<file path="src/rtl/control_unit_pkg.sv">
// control_unit_pkg: shared types and encodings for the multicycle control unit.
//   - state_t     : FSM state enumeration
//   - OP_*        : opcode field values
//   - PC_*        : pcSrcSelect encodings
//   - WD_*        : regFileWriteDataSelect encodings
package control_unit_pkg;

  typedef enum logic [2:0] {
    S_FETCH  = 3'd0,
    S_DECODE = 3'd1,
    S_EXEC   = 3'd2,
    S_MEM    = 3'd3,
    S_WB     = 3'd4,
    S_HALT   = 3'd5
  } state_t;

  localparam logic [3:0] OP_ALU   = 4'b0000;
  localparam logic [3:0] OP_ALUI  = 4'b0001;
  localparam logic [3:0] OP_SHRO  = 4'b0010;
  localparam logic [3:0] OP_LOAD  = 4'b0011;
  localparam logic [3:0] OP_STORE = 4'b0100;
  localparam logic [3:0] OP_JMP   = 4'b0101;
  localparam logic [3:0] OP_BZ    = 4'b0110;
  localparam logic [3:0] OP_BC    = 4'b0111;
  localparam logic [3:0] OP_HALT  = 4'b1111;

  localparam logic [1:0] PC_INC = 2'b00;
  localparam logic [1:0] PC_JMP = 2'b01;
  localparam logic [1:0] PC_BR  = 2'b10;

  localparam logic [1:0] WD_ALU = 2'b00;
  localparam logic [1:0] WD_MEM = 2'b01;
  localparam logic [1:0] WD_SHR = 2'b10;

endpackage

</file>
<file path="src/rtl/control_unit_mem_wait_timer.sv">
// cu_mem_wait_timer: counts consecutive MEM cycles without memReady.
// Only instantiated when CU_MEM_WAIT_EN is defined.
//   i_clk, i_rst : clock, synchronous active-high reset
//   i_in_mem     : FSM is in MEM this cycle
//   i_ready      : memory completion strobe
//   o_expire     : this cycle is the MEM_TIMEOUT-th consecutive missed cycle
module cu_mem_wait_timer #(
  parameter int MEM_TIMEOUT = 15
) (
  input  logic i_clk,
  input  logic i_rst,
  input  logic i_in_mem,
  input  logic i_ready,
  output logic o_expire
);

  localparam int CW = (MEM_TIMEOUT < 2) ? 1 : $clog2(MEM_TIMEOUT);

  logic [CW-1:0] r_cnt;

  // r_cnt = number of earlier missed cycles in the current MEM visit
  always_ff @(posedge i_clk) begin
    if (i_rst || !i_in_mem || i_ready) r_cnt <= '0;
    else                               r_cnt <= r_cnt + 1'b1;
  end

  assign o_expire = i_in_mem && !i_ready && (r_cnt == CW'(MEM_TIMEOUT - 1));

endmodule

</file>
<file path="src/rtl/control_unit.sv">
// control_unit: Moore FSM sequencing FETCH/DECODE/EXEC/MEM/WB/HALT for a
// simple multicycle datapath. Outputs decode from state plus opcode/func.
// Optional macro CU_MEM_WAIT_EN: MEM waits for memReady with a MEM_TIMEOUT
// cycle watchdog that halts with fault=1. Without it MEM lasts one cycle,
// memReady is ignored and fault is 0.
// Ports: clk, rst (sync, active high); opcode, func, C, Z, memReady in;
//   pcEn, pcSrcSelect, irEn, CEn, ZEn, regWrite, regFileReadRegister2Select,
//   ALUBInputSelect, ALUOperation, regFileWriteDataSelect, SHROOperation,
//   DMMemWrite, DMMemRead, halted, fault out.
module control_unit
  import control_unit_pkg::*;
#(
  parameter int MEM_TIMEOUT = 15
) (
  input  logic       clk,
  input  logic       rst,
  input  logic [3:0] opcode,
  input  logic [2:0] func,
  input  logic       C,
  input  logic       Z,
  input  logic       memReady,
  output logic       pcEn,
  output logic [1:0] pcSrcSelect,
  output logic       irEn,
  output logic       CEn,
  output logic       ZEn,
  output logic       regWrite,
  output logic       regFileReadRegister2Select,
  output logic       ALUBInputSelect,
  output logic [2:0] ALUOperation,
  output logic [1:0] regFileWriteDataSelect,
  output logic [1:0] SHROOperation,
  output logic       DMMemWrite,
  output logic       DMMemRead,
  output logic       halted,
  output logic       fault
);

  state_t r_state, w_next;
  logic   w_expire;

`ifdef CU_MEM_WAIT_EN
  logic r_fault;

  cu_mem_wait_timer #(.MEM_TIMEOUT(MEM_TIMEOUT)) u_wait (
    .i_clk    (clk),
    .i_rst    (rst),
    .i_in_mem (r_state == S_MEM),
    .i_ready  (memReady),
    .o_expire (w_expire)
  );

  // Sticky until reset; the FSM sits in HALT alongside it.
  always_ff @(posedge clk) begin
    if (rst)           r_fault <= 1'b0;
    else if (w_expire) r_fault <= 1'b1;
  end

  assign fault = r_fault && !rst;
`else
  logic w_unused;
  assign w_unused = memReady ^ (MEM_TIMEOUT != 0);
  assign w_expire = 1'b0;
  assign fault    = 1'b0;
`endif

  always_ff @(posedge clk) begin
    if (rst) r_state <= S_FETCH;
    else     r_state <= w_next;
  end

  always_comb begin
    w_next                     = r_state;
    pcEn                       = 1'b0;
    pcSrcSelect                = PC_INC;
    irEn                       = 1'b0;
    CEn                        = 1'b0;
    ZEn                        = 1'b0;
    regWrite                   = 1'b0;
    regFileReadRegister2Select = 1'b1;
    ALUBInputSelect            = 1'b0;
    ALUOperation               = 3'b000;
    regFileWriteDataSelect     = WD_ALU;
    SHROOperation              = 2'b00;
    DMMemWrite                 = 1'b0;
    DMMemRead                  = 1'b0;
    halted                     = 1'b0;

    case (r_state)
      S_FETCH: begin
        pcEn   = 1'b1;
        irEn   = 1'b1;
        w_next = S_DECODE;
      end
      S_DECODE: w_next = (opcode == OP_HALT) ? S_HALT : S_EXEC;
      S_EXEC: begin
        w_next = S_FETCH;
        case (opcode)
          OP_ALU, OP_ALUI: begin
            ALUOperation    = func;
            ALUBInputSelect = (opcode == OP_ALUI);
            CEn             = 1'b1;
            ZEn             = 1'b1;
            w_next          = S_WB;
          end
          OP_SHRO: begin
            SHROOperation = func[1:0];
            CEn           = 1'b1;
            ZEn           = 1'b1;
            w_next        = S_WB;
          end
          OP_LOAD, OP_STORE: begin
            ALUOperation    = 3'b000;
            ALUBInputSelect = 1'b1;
            w_next          = S_MEM;
          end
          OP_JMP: begin
            pcEn        = 1'b1;
            pcSrcSelect = PC_JMP;
          end
          OP_BZ: if (Z) begin
            pcEn        = 1'b1;
            pcSrcSelect = PC_BR;
          end
          OP_BC: if (C) begin
            pcEn        = 1'b1;
            pcSrcSelect = PC_BR;
          end
          default: ;
        endcase
      end
      S_MEM: begin
        if (opcode == OP_LOAD) DMMemRead = 1'b1;
        else begin
          DMMemWrite                 = 1'b1;
          regFileReadRegister2Select = 1'b0;
        end
`ifdef CU_MEM_WAIT_EN
        if (memReady)      w_next = (opcode == OP_LOAD) ? S_WB : S_FETCH;
        else if (w_expire) w_next = S_HALT;
`else
        w_next = (opcode == OP_LOAD) ? S_WB : S_FETCH;
`endif
      end
      S_WB: begin
        regWrite = 1'b1;
        w_next   = S_FETCH;
        // Keep the EXEC selects so the result stays valid while written.
        case (opcode)
          OP_ALU, OP_ALUI: begin
            ALUOperation           = func;
            ALUBInputSelect        = (opcode == OP_ALUI);
            regFileWriteDataSelect = WD_ALU;
          end
          OP_SHRO: begin
            SHROOperation          = func[1:0];
            regFileWriteDataSelect = WD_SHR;
          end
          default: regFileWriteDataSelect = WD_MEM;
        endcase
      end
      S_HALT: begin
        halted = 1'b1;
        w_next = S_HALT;
      end
      default: w_next = S_FETCH;
    endcase

    // Reset blanks every output in the same cycle, whatever the state.
    if (rst) begin
      pcEn                       = 1'b0;
      pcSrcSelect                = 2'b00;
      irEn                       = 1'b0;
      CEn                        = 1'b0;
      ZEn                        = 1'b0;
      regWrite                   = 1'b0;
      regFileReadRegister2Select = 1'b0;
      ALUBInputSelect            = 1'b0;
      ALUOperation               = 3'b000;
      regFileWriteDataSelect     = 2'b00;
      SHROOperation              = 2'b00;
      DMMemWrite                 = 1'b0;
      DMMemRead                  = 1'b0;
      halted                     = 1'b0;
    end
  end

endmodule

</file>
<file path="config.mk">
export PLATFORM = sky130hd
export DESIGN_NAME = control_unit
export DESIGN_NICKNAME = d
export VERILOG_FILES = /design/src/rtl/control_unit_pkg.sv /design/src/rtl/control_unit_mem_wait_timer.sv /design/src/rtl/control_unit.sv
export SDC_FILE = /design/constraint.sdc
export NUM_CORES = 1
export LEC_CHECK = 0
export ABC_AREA = 1
export CORE_MARGIN = 5
export CORE_UTILIZATION = 30
export CTS_CLUSTER_SIZE = 12
export DETAILED_ROUTE_END_ITERATION = 16
export PLACE_DENSITY = 0.81
export RECOVER_POWER = 25
export SLEW_MARGIN = 15
export SYNTH_ARGS = -nofsm -noshare
export SYNTH_HDL_FRONTEND = slang
export SYNTH_SLANG_ARGS = --single-unit
</file>
<file path="constraint.sdc">
create_clock -name clk -period 1.4 [get_ports clk]
set_input_delay 0.28 -clock clk [delete_from_list [all_inputs] [get_ports clk]]
set_output_delay 0.28 -clock clk [all_outputs]
set_load 0.02 [all_outputs]
</file>
After elaboration in Yosys (flattened, before gate mapping)

Index checks and enable logic that the tools add are counted.

Bits in registers: 3
Bits of input ports: 12
Output and inout port bits: 20
Logic and storage cells: 64

Eq/ne operators: 13
Muxes and demuxes: 44
Reduce and logical (&&, ||, !) cells: 6

Operators by type and width:

| kind                                                                  | count |
|---|---|
| 1-bit two-way mux                                                     | 22 |
| 2-bit two-way mux                                                     | 9 |
| 4-bit by 3-bit equality test with 1-bit output, second input constant | 4 |
| 3-bit two-way mux                                                     | 5 |
| 3-bit one-hot mux with 5 select lines                                 | 1 |
| 4-bit by 2-bit equality test with 1-bit output, second input constant | 2 |
| 3-bit by 2-bit equality test with 1-bit output, second input constant | 2 |
| 3-bit equality test, second input constant                            | 2 |
| 1-bit one-hot mux with 2 select lines                                 | 3 |
| 2-bit one-hot mux with 3 select lines                                 | 1 |
| 3-bit one-hot mux with 2 select lines                                 | 1 |
| 2-bit OR reduction                                                    | 3 |
| 4-bit by 1-bit equality test with 1-bit output, second input constant | 1 |
| 4-bit equality test, second input constant                            | 1 |
| 4-bit zero test                                                       | 1 |
| 2-bit one-hot mux with 2 select lines                                 | 1 |
| 3-bit by 1-bit equality test with 1-bit output, second input constant | 1 |
| 3-bit zero test                                                       | 1 |
| 1-bit one-hot mux with 3 select lines                                 | 1 |
| 3-bit OR reduction                                                    | 1 |

Depth between registers and ports, before layout

Gate-level depths: netlist of run 1.

Depth after elaboration: 5
Gate-level depth with buffers: 8
Depth with buffers taken out: 8

Worst setup path before layout of run 1

No wires, ideal clock.

Kind: register -> output
Start: register r_state[1]
End: output port regFileWriteDataSelect[0]
Arrival: 1,248 ps
Path slack: -128 ps
Stages on the path, launching flop included: 6
Buffers on the path: 0
Cell sequence: dfxtp_1 > nor2_2 > nand2_1 > nor2_1 > inv_1 > nor2_1

Cells in the longest elaborated chain, start to end: 3

Ends and longest elaborated chain:

| element                | line                | RTL |
|---|---|---|
| start, declared        | control_unit.sv:39  | `state_t r_state, w_next;` |
| start signal, assigned | control_unit.sv:69  | `else r_state <= w_next;` |
| 3-bit equality test    | control_unit.sv:89  | `case (r_state)` |
| 2-bit two-way mux      | control_unit.sv:89  |  |
| 2-bit two-way mux      | control_unit.sv:170 | `if (rst) begin` |
| end, declared          | control_unit.sv:31  | `output logic [1:0] regFileWriteDataSelect,` |

Every way passes these cells.

Worst setup path in the final report of run 1

Start: register r_state[0]
End: output port ALUOperation[2]

Cells in the longest elaborated chain, start to end: 4
Elaborated cells between the ends (all ways): 5
Classes of those cells: eq/ne (2); mux (2); reduce/logical (1)

Ends and longest elaborated chain:

| element                                                                               | line                | RTL |
|---|---|---|
| 3-bit equality test or 3-bit by 2-bit equality test with 1-bit output (tied branches) | control_unit.sv:89  |  |
| 2-bit OR reduction (no source line) *                                                 | --                  |  |
| 3-bit two-way mux *                                                                   | --                  |  |
| 3-bit two-way mux *                                                                   | control_unit.sv:170 |  |
| end, declared                                                                         | control_unit.sv:30  | `output logic [2:0] ALUOperation,` |

Mark *: on every way between the ends. The rest lies on a longest branch, timed or not.

==> results.yml, run 1 <==
cells_and_area:
  design_area_um2: 1020
  final_core_util_pct: 70.0
  largest_register: "r_state"
  largest_reg_flops: 3
  nNetsFinal: 148
  top_regs: "r_state: 3 flops"
  num_antenna_cells: 0
  area_growth_pct: 128
  drive_above_1_share_pct: 67.4
yosys:
  synth_xor_area_share_pct: 0
  avgSynthCellArea_um2: 5.38
  synth_top_family_by_area: "simple AND/OR/NAND/NOR gates"
  syn_inst: 83
  synth_compound_area_share_pct: 7.56
  synthMuxAreaShare_pct: 0
  ys_warn_count: 0
  ys_ff_latch: 3
  ys_seq_area_share_pct: 13.4
  synthAdderAreaFrac_pct: 0
  syn_nets: 95
  yosys.area_share.simple_pct: 59.9
  synth_cell_types: 23
  syn_area_um2: 447
routing:
  ant_nets: 0
  dr.pass1.iters: 4
  initialDrtViolationCount: 12
  avgRoutedWirePerCell_um: 13.2
  route.detailed.drc: 0
  vias_per_cell: 4.80
  dr_total_vias: 725
  routed_wl_mm: 1.99
setup_path:
  start_kind: "flop"
  crit_type: "flop to output port"
  worstPathMaxFanout: 6
  end_kind: "output port"
  worst_ep_arrival_time_ps: 1270
  worstPathRequired_ps: 1120
outcome:
  failed_checks: "negative setup slack"
  status: "finished, violations left"
floorplanning:
  ios: 32
  dieArea_um2: 2360
  core_um2: 1450
  row_count: 14
  initial_utilization_pct: 30.7
  die_width_um: 48.6
  dieHeight_um: 48.6
global_route:
  grt_pass1_vias: 740
  antenna_found_initial: 0
  grt_max_degree: 7
  grt_pass1_wl_mm: 2.94
  gr-usage-all-layers_pct: 14.8
  grt-ovfl-total: 0
timing:
  finalHoldViolCount: 0
  max_freq_mhz: 646
  setup_viol: 17
  period_share_pct: 111
  finalMaxSlewViolations: 0
  skew_ps: 0.294
  rsz0062_at_grt: "true"
  layout_setup_ws_ps: -148
  min_period_ps: 1550
  holdWs_ps: 515
clocking:
  clock_path_buffers: 2
  clock_latency_ps: 230
  root_buffer: "clkbuf_4"
  cts.sinks: 3
  cts-htree-levels: 1
  path_clk_slew_ps: 40
  numCtsBuffers: 3
  cts_tree: "built"
pwr:
  ir_drop_uv: 486
  leakage_nw: 0.528
  power_density_nw_per_um2: 505
placement:
  place_ws_ps: -918
  io_buffers: 29
  place_congestion: 0.801
  placed_area_um2: 893
  dpl.hpwl_mm: 1.40
job:
  maxCapViolations: 0
worst_hold_path:
  hp-class: "primary input to flop"
==> per-layer routing <==
metal / part of all wire, % / GRT usage (%) / vias to the layer above / wire, um
met3: 4.6 / 2.45 / 2 / 92
li1: - / - / 360 / -
met2: 56 / 27.8 / 19 / 1110
met4: 0.70 / 8.97 / 0 / 14
met5: 0 / 0 / - / 0
met1: 39 / 14.7 / 344 / 768
==> final cells by class <==
class,count,area (um2)
clock buffer,4,26.3
fill,117,437
inverter,16,70.1
multi-input combinational,61,420
sequential,3,68.8
tap,16,20.0
timing repair buffer,51,412
==> placed cells by master (no fill, tap or decap), types with 2 or more instances in the layout <==
| cell type | n |
|---|---|
| dfxtp_4 | 2 |
| nor2_4 | 4 |
| buf_6 | 7 |
| nand2_1 | 11 |
| a21oi_1 | 2 |
| a21oi_2 | 2 |
| nor2_2 | 6 |
| buf_2 | 3 |
| nand3_1 | 5 |
| clkdlybuf4s50_1 | 4 |
| nand2_4 | 4 |
| dlygate4sd2_1 | 2 |
| nand4_1 | 2 |
| nor3_2 | 4 |
| nand2_2 | 6 |
| inv_4 | 4 |
| inv_1 | 7 |
| nor2_1 | 8 |
| inv_2 | 5 |
| clkbuf_4 | 4 |
| buf_4 | 33 |
==> power by group <==
part           internal [mW]  leakage (nW)  switching [mW]
combinational          0.117         0.487           0.139
clock                  0.107        0.0150          0.0421
sequential            0.0943        0.0264          0.0143
total                  0.318         0.528           0.195
==> logic make-up after synthesis <==
group,after synthesis
DFF,3
AOI/OAI and AO/OA,6
other,1
buffers and inverters,19
and+or+nand+nor,54
==> cell usage after synthesis <==
library cell,number,area (um2)
nor2_4,1,11.3
nand2_1,16,60.1
dfxtp_1,3,60.1
buf_2,1,5.00
nor3_1,4,20.0
nand2_4,1,11.3
clkinv_2,1,5.00
o21ai_0,1,5.00
nor2_1,15,56.3
inv_2,4,15.0
a21oi_1,3,15.0
buf_4,2,15.0
nand2_2,4,25.0
nor3b_2,1,12.5
a21oi_2,1,8.76
nor4_1,1,6.26
nand4_1,2,12.5
conb_1,1,3.75
inv_1,11,41.3
nand3_1,6,30.0
nor2_2,2,12.5
o21ai_1,1,5.00
nand3_2,1,10.0
==> through the flow <==
| step | cells | total power, mW | TNS, ps |
|---|---|---|---|
| 4_1_cts | 149 | 0.492 | -1590 |
| 2_1_floorplan | 83 | 0.203 | -213 |
| 5_1_grt | 151 | 0.556 | -2700 |
| 3_3_place_gp | 144 | 0.302 | -14510 |
| 6_report | 151 | 0.513 | -1390 |
| 3_5_place_dp | 144 | 0.309 | -15490 |
==> worst paths after layout <==
kind                         startpoint                    end  slack (ps)  cells after the start
setup / recovery  r_state[0]$_SDFF_PP0_        ALUOperation[2]        -150                      6
hold / removal                opcode[2]  r_state[1]$_SDFF_PP0_         510                      4
setup reg to reg  r_state[2]$_SDFF_PP0_  r_state[2]$_SDFF_PP0_         220                      8
hold reg to reg   r_state[2]$_SDFF_PP0_  r_state[1]$_SDFF_PP0_         730                      4
==> critical path: stages (launching register included) <==
cell     delay (ps)
dfxtp_4         360
nor2_4          120
nand2_2          90
nand2_4          70
nand2_4          90
nor3b_2         160
buf_4           160
==> what timing repair did <==
item,CTS,global route
hold buffers,0,0
endpoints found under the setup margin,19,19
gates resized for setup,140,22
cloned,0,0
setup buffers,1,2
pin swaps,11,8
(Power assumes the default switching activity.)
==> run 2: changes to the inputs <==
--- a/config.mk
+++ b/config.mk
@@ -7,10 +7,10 @@
 export LEC_CHECK = 0
 export ABC_AREA = 1
 export CORE_MARGIN = 5
-export CORE_UTILIZATION = 30
+export CORE_UTILIZATION = 33
 export CTS_CLUSTER_SIZE = 12
 export DETAILED_ROUTE_END_ITERATION = 16
-export PLACE_DENSITY = 0.81
+export PLACE_DENSITY = 0.87
 export RECOVER_POWER = 25
 export SLEW_MARGIN = 15
 export SYNTH_ARGS = -nofsm -noshare
==> run 2 against run 1 <==
  * The run still ends with negative setup slack left
  * Setup slack got worse by 32 ps
  * Highest routed layer unchanged
  * Maximum frequency fell by 2.0%
  * Sequential power barely moved
  * Total power rose by 0.46%
  * Sequential share of layout area fell by 0.074 points
  * Worst hold slack got worse by 31 ps
  * Largest cell class is now non-clock buffers
  * Combinational power barely moved
  * Routed wire length rose by 18%
  * Utilization rose by 10 points
  * Non-clock buffer count rose by 1
  * Die area fell by 7.3%
==> results.yml, run 2 (synthesis gave the netlist of run 1 again) <==
clocking:
  cts-htree-levels: 1
  numCtsBuffers: 3
  ctsHoldBuffers: 0
  path_clk_slew_ps: 40
  cts_tree: "built"
  clock_latency_ps: 230
  root_buffer: "clkbuf_4"
  cts.sinks: 3
  clock_path_buffers: 2
cells_and_area:
  top_regs: "r_state: 3 flops"
  n_fill_cell: 85
  largest_register: "r_state"
  largest_reg_flops: 3
  final_common_cell: "buf_4"
  num_antenna_cells: 0
  area_growth_pct: 130
  drive_above_1_share_pct: 66.2
  nNetsFinal: 149
  multi_input_area_um2: 423
  layout_common_cells: "buf_4, nand2_1, inv_1, buf_6"
  finalNonFillerCells: 151
  regArea_um2: 68.8
timing:
  holdWs_ps: 484
  finalHoldViolCount: 0
  setup_viol: 17
  skew_ps: 0.719
  finalMaxSlewViolations: 0
  rsz0062_at_grt: "true"
  layout_setup_ws_ps: -180
  period_share_pct: 113
  max_freq_mhz: 633
  min_period_ps: 1580
pwr:
  ir_drop_uv: 451
  leakage_nw: 0.547
  power_density_nw_per_um2: 501
global_route:
  grt_max_degree: 7
  grt-ovfl-total: 0
  antenna_found_initial: 0
  grt_pass1_wl_mm: 3.34
  grt_pass1_vias: 784
  gr-usage-all-layers_pct: 21.7
floorplanning:
  ios: 32
  die_width_um: 46.8
  initial_utilization_pct: 34.8
  row_count: 13
  dieHeight_um: 46.8
  core_um2: 1280
  dieArea_um2: 2190
setup_path:
  regToRegSetupSlack_ps: 210
  reg2regPathDepth: 8
  end_kind: "output port"
  worstPathRequired_ps: 1120
  worstPathMaxFanout: 6
  rr_endpoint: "r_state[2]$_SDFF_PP0_"
  start_kind: "flop"
  worst_ep_arrival_time_ps: 1300
  r2r-start: "r_state[2]$_SDFF_PP0_"
  crit_type: "flop to output port"
routing:
  vias_per_cell: 5.07
  routed_wl_mm: 2.34
  dr.pass1.iters: 4
  route.detailed.drc: 0
  dr_total_vias: 765
  initialDrtViolationCount: 18
  ant_nets: 0
  avgRoutedWirePerCell_um: 15.5
placement:
  placed_cells: 141
  place_congestion: 0.789
  io_buffers: 29
  dpl.hpwl_mm: 1.41
outcome:
  status: "finished, violations left"
  failed_checks: "negative setup slack"
job:
  maxCapViolations: 0
worst_hold_path:
  hp-class: "primary input to flop"
  holdCritStartpoint: "rst"
  min_to: "r_state[1]$_SDFF_PP0_"
  min_path_cells: 3
run 2: repair_timing:
action                                  4_1_cts  5_1_grt
gates resized for setup                     146       16
setup buffers                                 6        0
pin swaps                                    11        4
endpoints found under the setup margin       19       19
run 2: how the worst max path moves through the flow:
stage                     startpoint                to  slack (ps)  cells past startpoint
6_report       r_state[1]$_SDFF_PP0_  SHROOperation[1]        -180                      6
5_1_grt        r_state[1]$_SDFF_PP0_  SHROOperation[0]        -250                      6
4_1_cts        r_state[1]$_SDFF_PP0_  SHROOperation[1]        -130                      6
3_5_place_dp               opcode[2]   ALUBInputSelect        -910                      8
3_3_place_gp               opcode[2]   ALUBInputSelect        -870                      8
2_1_floorplan  r_state[1]$_SDFF_PP0_   ALUOperation[0]         -40                      5
run 2: power by group:
| group | total, mW | switching [mW] | leakage (nW) | internal (mW) |
|---|---|---|---|---|
| clock network | 0.148 | 0.0418 | 0.0150 | 0.107 |
| registers | 0.108 | 0.0140 | 0.0264 | 0.0943 |
| logic | 0.259 | 0.144 | 0.505 | 0.115 |
run 2: final cells by class:
class	count	area share (%)
clock buffers	4	2.55
inverters	16	6.45
multi-input cells	61	41.1
flip-flops and latches	3	6.69
well taps	15	1.82
repair buffers	52	41.4
run 2: stage by stage:
step	cell area [um2]	setup WS (ps)	util, %	TNS (ps)	power (mW)
after floorplan	460	-44.2	-	-213	0.203
after global placement	877	-866	68.3	-14500	0.295
after detailed placement	877	-909	68.3	-15360	0.302
after CTS	967	-135	75.3	-1110	0.501
after global routing	1030	-250	80.0	-2950	0.552
final	1030	-180	80.0	-1800	0.516
run 2: routing by layer:
| metal | GRT usage [%] | share of wire [%] | wire length [um] | vias up |
|---|---|---|---|---|
| met5 | 0 | 0 | 0 | - |
| met1 | 22.5 | 36 | 849 | 359 |
| li1 | - | - | - | 363 |
| met3 | 4.21 | 5.0 | 118 | 10 |
| met2 | 39.3 | 55 | 1280 | 33 |
| met4 | 13.8 | 4.0 | 93 | 0 |
run 2: worst max-delay path, stage by stage (launching register included):
cell and delay (ps):
dfxtp_4 360, nor2_4 120, nand2_2 80, nand2_2 90
nand2_4 80, nor3_2 160, buf_4 180
==> run 3: changes to the inputs <==
--- a/config.mk
+++ b/config.mk
@@ -10,6 +10,7 @@
 export CORE_UTILIZATION = 33
 export CTS_CLUSTER_SIZE = 12
 export DETAILED_ROUTE_END_ITERATION = 16
+export MAX_ROUTING_LAYER = met4
 export PLACE_DENSITY = 0.87
 export RECOVER_POWER = 25
 export SLEW_MARGIN = 15
==> results of run 3 <==
The final DEF is identical to that of run 2; final timing and power are the same.
Among the figures that moved: final weighted congestion in routability-driven placement 0.789 -> 0.800; overall routing resource usage 21.7% -> 22.4%
